**src/rtl/mem_arbiter_if.sv**
```systemverilog
// rtl/mem_arbiter_if.sv - IFU/LSU request-response bundle and shared pmem port
interface mem_arbiter_if #(
   parameter int DATA_WIDTH = 32,
   parameter int MASK_WIDTH = 8
);
   logic                  ifu_req_valid;
   logic                  ifu_req_ready;
   logic [DATA_WIDTH-1:0] ifu_addr;
   logic                  ifu_resp_valid;
   logic [DATA_WIDTH-1:0] ifu_rdata;

   logic                  lsu_req_valid;
   logic                  lsu_req_ready;
   logic [DATA_WIDTH-1:0] lsu_addr;
   logic                  lsu_wen;
   logic [DATA_WIDTH-1:0] lsu_wdata;
   logic [MASK_WIDTH-1:0] lsu_wmask;
   logic                  lsu_resp_valid;
   logic [DATA_WIDTH-1:0] lsu_rdata;

   logic                  mem_req_valid;
   logic                  mem_req_ready;
   logic [DATA_WIDTH-1:0] mem_addr;
   logic                  mem_wen;
   logic [DATA_WIDTH-1:0] mem_wdata;
   logic [MASK_WIDTH-1:0] mem_wmask;
   logic                  mem_resp_valid;
   logic [DATA_WIDTH-1:0] mem_rdata;

   // Arbiter side: takes requests and memory responses, drives grants and the pmem request
   modport slave (
      input  ifu_req_valid, ifu_addr,
      input  lsu_req_valid, lsu_addr, lsu_wen, lsu_wdata, lsu_wmask,
      input  mem_req_ready, mem_resp_valid, mem_rdata,
      output ifu_req_ready, ifu_resp_valid, ifu_rdata,
      output lsu_req_ready, lsu_resp_valid, lsu_rdata,
      output mem_req_valid, mem_addr, mem_wen, mem_wdata, mem_wmask
   );

   // Environment side: requesters plus the memory model
   modport master (
      output ifu_req_valid, ifu_addr,
      output lsu_req_valid, lsu_addr, lsu_wen, lsu_wdata, lsu_wmask,
      output mem_req_ready, mem_resp_valid, mem_rdata,
      input  ifu_req_ready, ifu_resp_valid, ifu_rdata,
      input  lsu_req_ready, lsu_resp_valid, lsu_rdata,
      input  mem_req_valid, mem_addr, mem_wen, mem_wdata, mem_wmask
   );
endinterface

```
**src/rtl/mem_arbiter.sv**
```systemverilog
// rtl/mem_arbiter.sv - round-robin IFU/LSU arbiter and sequencer for the single pmem port
module mem_arbiter #(
   parameter int DATA_WIDTH = 32,
   parameter int MASK_WIDTH = 8
) (
   input  logic          clk,
   input  logic          rst,
   mem_arbiter_if.slave  bus
);
   typedef enum logic [1:0] {
      IDLE = 2'd0,
      REQ  = 2'd1,
      WAIT = 2'd2
   } state_t;

   state_t                state;
   logic                  owner_lsu;
   logic                  last_lsu;
   logic                  req_valid;
   logic [DATA_WIDTH-1:0] addr_q;
   logic                  wen_q;
   logic [DATA_WIDTH-1:0] wdata_q;
   logic [MASK_WIDTH-1:0] wmask_q;

   logic                  grant_ifu;
   logic                  grant_lsu;
   logic                  resp_fire;

   // Grant in IDLE: a lone requester wins, a tie goes to whoever was not served last
   always_comb begin
      grant_ifu = 1'b0;
      grant_lsu = 1'b0;
      if (state == IDLE) begin
         if (bus.ifu_req_valid && bus.lsu_req_valid) begin
            grant_ifu = last_lsu;
            grant_lsu = ~last_lsu;
         end else begin
            grant_ifu = bus.ifu_req_valid;
            grant_lsu = bus.lsu_req_valid;
         end
      end
   end

   // Readies are masked by rst so nothing is accepted while reset is held
   assign bus.ifu_req_ready = grant_ifu & ~rst;
   assign bus.lsu_req_ready = grant_lsu & ~rst;

   // Responses only count in WAIT; rdata is a pass-through, zeroed when not delivering
   assign resp_fire          = (state == WAIT) && bus.mem_resp_valid;
   assign bus.ifu_resp_valid = resp_fire & ~owner_lsu;
   assign bus.lsu_resp_valid = resp_fire & owner_lsu;
   assign bus.ifu_rdata      = bus.ifu_resp_valid ? bus.mem_rdata : '0;
   assign bus.lsu_rdata      = bus.lsu_resp_valid ? bus.mem_rdata : '0;

   assign bus.mem_req_valid  = req_valid;
   assign bus.mem_addr       = addr_q;
   assign bus.mem_wen        = wen_q;
   assign bus.mem_wdata      = wdata_q;
   assign bus.mem_wmask      = wmask_q;

   // Transaction sequencer: latch the grantee, hold the request until accepted, await the response
   always_ff @(posedge clk or posedge rst) begin
      if (rst) begin
         state     <= IDLE;
         owner_lsu <= 1'b0;
         last_lsu  <= 1'b1;
         req_valid <= 1'b0;
         addr_q    <= '0;
         wen_q     <= 1'b0;
         wdata_q   <= '0;
         wmask_q   <= '0;
      end else begin
         case (state)
            IDLE: begin
               if (grant_ifu) begin
                  addr_q    <= bus.ifu_addr;
                  wen_q     <= 1'b0;
                  wdata_q   <= '0;
                  wmask_q   <= '0;
                  owner_lsu <= 1'b0;
                  last_lsu  <= 1'b0;
                  req_valid <= 1'b1;
                  state     <= REQ;
               end else if (grant_lsu) begin
                  addr_q    <= bus.lsu_addr;
                  wen_q     <= bus.lsu_wen;
                  wdata_q   <= bus.lsu_wdata;
                  wmask_q   <= bus.lsu_wmask;
                  owner_lsu <= 1'b1;
                  last_lsu  <= 1'b1;
                  req_valid <= 1'b1;
                  state     <= REQ;
               end
            end
            REQ: begin
               if (bus.mem_req_ready) begin
                  req_valid <= 1'b0;
                  state     <= WAIT;
               end
            end
            WAIT: begin
               if (bus.mem_resp_valid) begin
                  state <= IDLE;
               end
            end
            default: begin
               req_valid <= 1'b0;
               state     <= IDLE;
            end
         endcase
      end
   end
endmodule
```
**src/flat_wrapper.sv**
```systemverilog
// flat-port wrapper written by rule: the top's interface ports become plain ports
module mem_arbiter_flat 
#(
   parameter int DATA_WIDTH = 32,
   parameter int MASK_WIDTH = 8
)
  (clk, rst, bus_ifu_req_valid, bus_ifu_addr, bus_lsu_req_valid, bus_lsu_addr, bus_lsu_wen, bus_lsu_wdata, bus_lsu_wmask, bus_mem_req_ready, bus_mem_resp_valid, bus_mem_rdata, bus_ifu_req_ready, bus_ifu_resp_valid, bus_ifu_rdata, bus_lsu_req_ready, bus_lsu_resp_valid, bus_lsu_rdata, bus_mem_req_valid, bus_mem_addr, bus_mem_wen, bus_mem_wdata, bus_mem_wmask);
  mem_arbiter_if #(.DATA_WIDTH(DATA_WIDTH), .MASK_WIDTH(MASK_WIDTH)) bus_i ();
  input  logic clk;
  input  logic rst;
  input wire logic [$bits(bus_i.ifu_req_valid)-1:0] bus_ifu_req_valid;
  input wire logic [$bits(bus_i.ifu_addr)-1:0] bus_ifu_addr;
  input wire logic [$bits(bus_i.lsu_req_valid)-1:0] bus_lsu_req_valid;
  input wire logic [$bits(bus_i.lsu_addr)-1:0] bus_lsu_addr;
  input wire logic [$bits(bus_i.lsu_wen)-1:0] bus_lsu_wen;
  input wire logic [$bits(bus_i.lsu_wdata)-1:0] bus_lsu_wdata;
  input wire logic [$bits(bus_i.lsu_wmask)-1:0] bus_lsu_wmask;
  input wire logic [$bits(bus_i.mem_req_ready)-1:0] bus_mem_req_ready;
  input wire logic [$bits(bus_i.mem_resp_valid)-1:0] bus_mem_resp_valid;
  input wire logic [$bits(bus_i.mem_rdata)-1:0] bus_mem_rdata;
  output wire logic [$bits(bus_i.ifu_req_ready)-1:0] bus_ifu_req_ready;
  output wire logic [$bits(bus_i.ifu_resp_valid)-1:0] bus_ifu_resp_valid;
  output wire logic [$bits(bus_i.ifu_rdata)-1:0] bus_ifu_rdata;
  output wire logic [$bits(bus_i.lsu_req_ready)-1:0] bus_lsu_req_ready;
  output wire logic [$bits(bus_i.lsu_resp_valid)-1:0] bus_lsu_resp_valid;
  output wire logic [$bits(bus_i.lsu_rdata)-1:0] bus_lsu_rdata;
  output wire logic [$bits(bus_i.mem_req_valid)-1:0] bus_mem_req_valid;
  output wire logic [$bits(bus_i.mem_addr)-1:0] bus_mem_addr;
  output wire logic [$bits(bus_i.mem_wen)-1:0] bus_mem_wen;
  output wire logic [$bits(bus_i.mem_wdata)-1:0] bus_mem_wdata;
  output wire logic [$bits(bus_i.mem_wmask)-1:0] bus_mem_wmask;
  assign bus_i.ifu_req_valid = bus_ifu_req_valid;
  assign bus_i.ifu_addr = bus_ifu_addr;
  assign bus_i.lsu_req_valid = bus_lsu_req_valid;
  assign bus_i.lsu_addr = bus_lsu_addr;
  assign bus_i.lsu_wen = bus_lsu_wen;
  assign bus_i.lsu_wdata = bus_lsu_wdata;
  assign bus_i.lsu_wmask = bus_lsu_wmask;
  assign bus_i.mem_req_ready = bus_mem_req_ready;
  assign bus_i.mem_resp_valid = bus_mem_resp_valid;
  assign bus_i.mem_rdata = bus_mem_rdata;
  assign bus_ifu_req_ready = bus_i.ifu_req_ready;
  assign bus_ifu_resp_valid = bus_i.ifu_resp_valid;
  assign bus_ifu_rdata = bus_i.ifu_rdata;
  assign bus_lsu_req_ready = bus_i.lsu_req_ready;
  assign bus_lsu_resp_valid = bus_i.lsu_resp_valid;
  assign bus_lsu_rdata = bus_i.lsu_rdata;
  assign bus_mem_req_valid = bus_i.mem_req_valid;
  assign bus_mem_addr = bus_i.mem_addr;
  assign bus_mem_wen = bus_i.mem_wen;
  assign bus_mem_wdata = bus_i.mem_wdata;
  assign bus_mem_wmask = bus_i.mem_wmask;
  mem_arbiter #(.DATA_WIDTH(DATA_WIDTH), .MASK_WIDTH(MASK_WIDTH)) u_core (.clk(clk), .rst(rst), .bus(bus_i));
endmodule
```
**config.mk**
```make
export PLATFORM = sky130hd
export DESIGN_NAME = mem_arbiter_flat
export DESIGN_NICKNAME = d
export VERILOG_FILES = /design/src/rtl/mem_arbiter_if.sv /design/src/rtl/mem_arbiter.sv /design/src/flat_wrapper.sv
export SDC_FILE = /design/constraint.sdc
export NUM_CORES = 1
export LEC_CHECK = 0
export BUFFER_PORTS_ARGS = -buffer_cell sky130_fd_sc_hd__buf_4
export CAP_MARGIN = 20
export CORE_AREA = 2 2 111 113
export DETAILED_ROUTE_END_ITERATION = 10
export DIE_AREA = 0 0 113 115
export PLACE_DENSITY = 0.74
export SYNTH_ARGS = -nofsm -noshare
export SYNTH_HDL_FRONTEND = slang
export SYNTH_SLANG_ARGS = --single-unit
```
**constraint.sdc**
```tcl
create_clock -name clk -period 2.1 [get_ports clk]
set_clock_uncertainty 0.1 [all_clocks]
set_input_delay 0.105 -clock clk [delete_from_list [all_inputs] [get_ports clk]]
set_output_delay 0.105 -clock clk [all_outputs]
set_load 0.02 [all_outputs]
```
After elaboration in Yosys (flattened, before gate mapping):

Cells that the tools add are included.

* add/subtract/negate cells: 0
* multiply operators: 0
* div/mod/pow operators: 0
* magnitude comparators: 0
* equality and inequality tests: 5
* shift operators: 0
* mux-type cells: 24
* bitwise gates (word level): 8
* reduce and logical (&&, ||, !) cells: 7

Operators by type and width (count)
* $mux 32: 6
* $mux 8: 2
* $mux 1: 10
* $mux 2: 4
* $pmux 2 s3: 1
* $reduce_and 3->1: 2
* $and 1x1->1: 4
* $ne 2x2->1 const B: 2
* $not 1->1: 4
* $ne 3x1->1 const B: 1
* $pmux 1 s3: 1
* $eq 2x1->1 const B: 1
* $eq 2x2->1 const B: 1
* $logic_and 1x1->1: 2
* $logic_not 2->1: 1
* $reduce_and 2->1: 1
* $reduce_bool 2->1: 1

* register bits after elaboration: 78
* bits in latches: 0
* bits in writable memories: 0
* ROM bits: 0
* input port bits: 143
* output and inout bits: 142
* logic and storage cells: 52
* memories kept: 0

Logic depth before layout (Yosys ltp):

* word-level depth: 6
* depth in mapped cells: 7
* gate-level depth less buffers: 3

Worst setup path after synthesis:

OpenSTA, ideal clock, no wires.

* kind: input to output
* start point: input rst
* end point: output bus_ifu_req_ready
* arrival: 2288 ps
* required time: 1895 ps
* path slack: -393 ps
* stages: 2
* cells stage by stage: inv_1 and4_1

* longest elaborated chain between the ends: 2

RTL lines
* from (decl): RTL line flat_wrapper.sv:10 `input logic rst;`
* $not 1->1: RTL line mem_arbiter.sv:45 `assign bus.ifu_req_ready = grant_ifu & ~rst;`
* $and 1x1->1: RTL line mem_arbiter.sv:45
* to (decl): RTL line flat_wrapper.sv:21 `output wire logic [$bits(bus_i.ifu_req_ready)-1:0] bus_ifu_req_ready;`

Every way passes these cells.

Worst setup path after layout:

* start point: register u_core.state[1]
* end point: output bus_lsu_rdata[0]

* longest elaborated chain between the ends: 4

RTL lines
* from (decl): RTL line mem_arbiter.sv:16 `state_t state;`
* from (signal assigned): RTL line mem_arbiter.sv:64 `state <= IDLE;`
* from (signal assigned): RTL line mem_arbiter.sv:83 `state <= REQ;`
* from (signal assigned): RTL line mem_arbiter.sv:92 `state <= REQ;`
* $eq 2x2->1: RTL line mem_arbiter.sv:49 `assign resp_fire = (state == WAIT) && bus.mem_resp_valid;`
* $logic_and 1x1->1: RTL line mem_arbiter.sv:49
* $and 1x1->1: RTL line mem_arbiter.sv:51 `assign bus.lsu_resp_valid = resp_fire & owner_lsu;`
* $mux 32: RTL line mem_arbiter.sv:53 `assign bus.lsu_rdata = bus.lsu_resp_valid ? bus.mem_rdata : '0;`
* to (decl): RTL line flat_wrapper.sv:26 `output wire logic [$bits(bus_i.lsu_rdata)-1:0] bus_lsu_rdata;`

Every way passes these cells.

==> flow_summary.toml <==
[yosys]
ys_ff_latch = 78
ys_async_sr_fraction = 1.00
synthCells = 378
syn_area_um2 = 3790
synth_top_flop_cell = "dfrtp_1"
ys_seq_area_frac = 0.516
synth_edf_count = 0
synthDistinctLibCells = 29
yosysWarnings = 0
syn_avg_cell_area_um2 = 10.0
synth_nets = 521

[sta]
period_needed_ns = 1.92
period_share = 0.914
rsz0062_at_grt = "no"
max-slew-margin-rel = 0.467
fmax_mhz = 521
drv_slew = 0
whs_ns = 0.00915
finalHoldViolCount = 0
tightest_slew_ns = 0.799
tns_ns = 0
finalSetupViolCount = 0

[place]
hpwl_mm = 10.9
gp_congestion = 0.911
port_buffers = 284

[pwr]
leakage_uw = 0.00360
irDropWorstVdd_mv = 0.601
total_power_uw = 8490
power_per_cell_area_nw_per_um2 = 1160

[route]
vias = 4562
drtIter0Drc = 392
avgViaCountPerCell = 5.08
routed_wirelength_mm = 16.1
wl_met1_mm = 5.60
drc = 20
met3_length_mm = 1.18
wl_met2_mm = 8.78
ant_nets = 0
routed.top_layer = "met4"
routedWlPerCell_um = 18.0
first_pass_iters = 8

[final_layout]
area_growth_pct = 93.8
multi_input_area_um2 = 1600
nNetsFinal = 889
drive_gt1_frac = 0.425
antenna_cells = 0
final_util = 0.622
final_common_cell = "buf_4"
seqCellArea_um2 = 1950
final_cell_mix = "292 x buf_4, 103 x dlygate4sd3_1, 77 x dfrtp_1, 65 x and2_1, 41 x a22o_1"
filler_cell_count = 954

[cts]
cts_buffers = 9
cts_root_buffer = "clkbuf_16"
clock_sinks = 78
ctsHoldBuffers = 103
h-tree-depth = 3
cts_tree = "done"
path_clk_slew_ns = 0.06
cts_repair_resize_count = 0
post_cts_buffers = 0
cts_buffer_depth = 2
clkLatencyLatePin_ns = 0.32

[global_routing]
grt_start_max_net_pins = 56
antenna_found_initial = 0
grt_pass1_wl_mm = 24.0
grt_overflow_total = 0
track_usage = 0.238
grt_pass1_vias = 4554

[worst_setup_path]
arrival_ns = 1.71
critPathCaptureType = "primary output"
crit_required_ns = 1.89
startpoint_type = "flip-flop"
worstSetupPathType = "flip-flop to primary output"
crit_path_max_fanout = 33

[status]
failed_checks = "design-rule violations"
status = "complete, but fails checks"

[floorplan]
fp.dieW_um = 113
die_area_um2 = 13000
die_y_um = 115
rows = 40
io_pins = 285
coreArea_um2 = 11800
start_util = 0.321

[flow_run]
maxCapViolations = 0

[hold_path]
min_path_type = "input pin to flip-flop"
## critical path, stage by stage (launching register included)
cell and delay [ns]:
dfrtp_1 0.43, nand2_1 0.13, nor3b_2 0.21, buf_4 0.28, and2_1 0.19, buf_4 0.14
## state kept, by name, summed over array words and instances, names as in the netlist
name / cells
u_core.bus.mem_addr: 32
u_core.bus.mem_wdata: 32
u_core.bus.mem_wmask: 8
u_core.state: 2
u_core.bus.mem_req_valid: 1
u_core.bus.mem_wen: 1
u_core.last_lsu: 1
u_core.owner_lsu: 1
## kinds of logic after synthesis
| kind of cell | after synthesis | synth area share |
|---|---|---|
| AOI/OAI and AO/OA | 142 | 0.244 |
| DFF | 78 | 0.516 |
| and+or+nand+nor | 114 | 0.179 |
| buffers and inverters | 44 | 0.0618 |
## cells in the mapped netlist (2+ instances only)
cell type	number	area (um2)
nand2_1	5	18.8
a21oi_1	33	165
and2_1	65	407
buf_4	4	30.0
inv_1	3	11.3
a31oi_2	2	25.0
buf_6	6	67.6
clkbuf_1	24	90.1
o21ai_0	33	165
nand3_1	33	165
dfrtp_1	77	1930
a21o_1	2	15.0
buf_2	6	30.0
a31oi_1	30	188
a22o_1	41	359
## power by group
group	switching [uW]	internal, uW
logic	2350	1930
registers	459	2170
clock network	581	984
## metrics by stage
step / instance area, um2 / std cells / setup slack (ns)
floorplan: 3790 / 378 / 0.115
global placement: 6010 / 779 / 0.374
detailed placement: 6010 / 779 / 0.303
CTS: 7340 / 898 / 0.176
global route: 7340 / 898 / 0.0481
finish: 7340 / 898 / 0.180
## routing by layer
layer / up-vias / track usage
li1: 2091 / -
met1: 2148 / 0.254
met2: 279 / 0.456
met3: 44 / 0.0422
met4: 0 / 0.109
met5: - / 0
## worst paths after layout
path	end	slack, ns	start	cells after the start
max	bus_lsu_rdata[0]	0.18	u_core.state[1]$_DFFE_PP0P_	5
min	u_core.bus.mem_addr[25]$_DFFE_PP0P_	0.009	bus_lsu_addr[25]	3
max reg2reg	u_core.bus.mem_addr[24]$_DFFE_PP0P_	0.36	u_core.state[0]$_DFFE_PP0P_	4
min reg2reg	u_core.bus.mem_wdata[22]$_DFFE_PP0P_	0.41	u_core.bus.mem_wdata[22]$_DFFE_PP0P_	1
max in group asynchronous	u_core.bus.mem_wdata[13]$_DFFE_PP0P_	0.92	rst	4
min in group asynchronous	u_core.bus.mem_addr[7]$_DFFE_PP0P_	0.36	rst	4
## cell type report
type / count / share of cell area
sequential: 78 / 0.266
inverter: 3 / 0.00205
clock buffer: 13 / 0.0355
tap: 147 / 0.0251
clock inverter: 3 / 0.00580
multi-input combinational: 256 / 0.218
timing repair buffer: 398 / 0.447
Note: power is estimated with default switching activity, not from simulation.
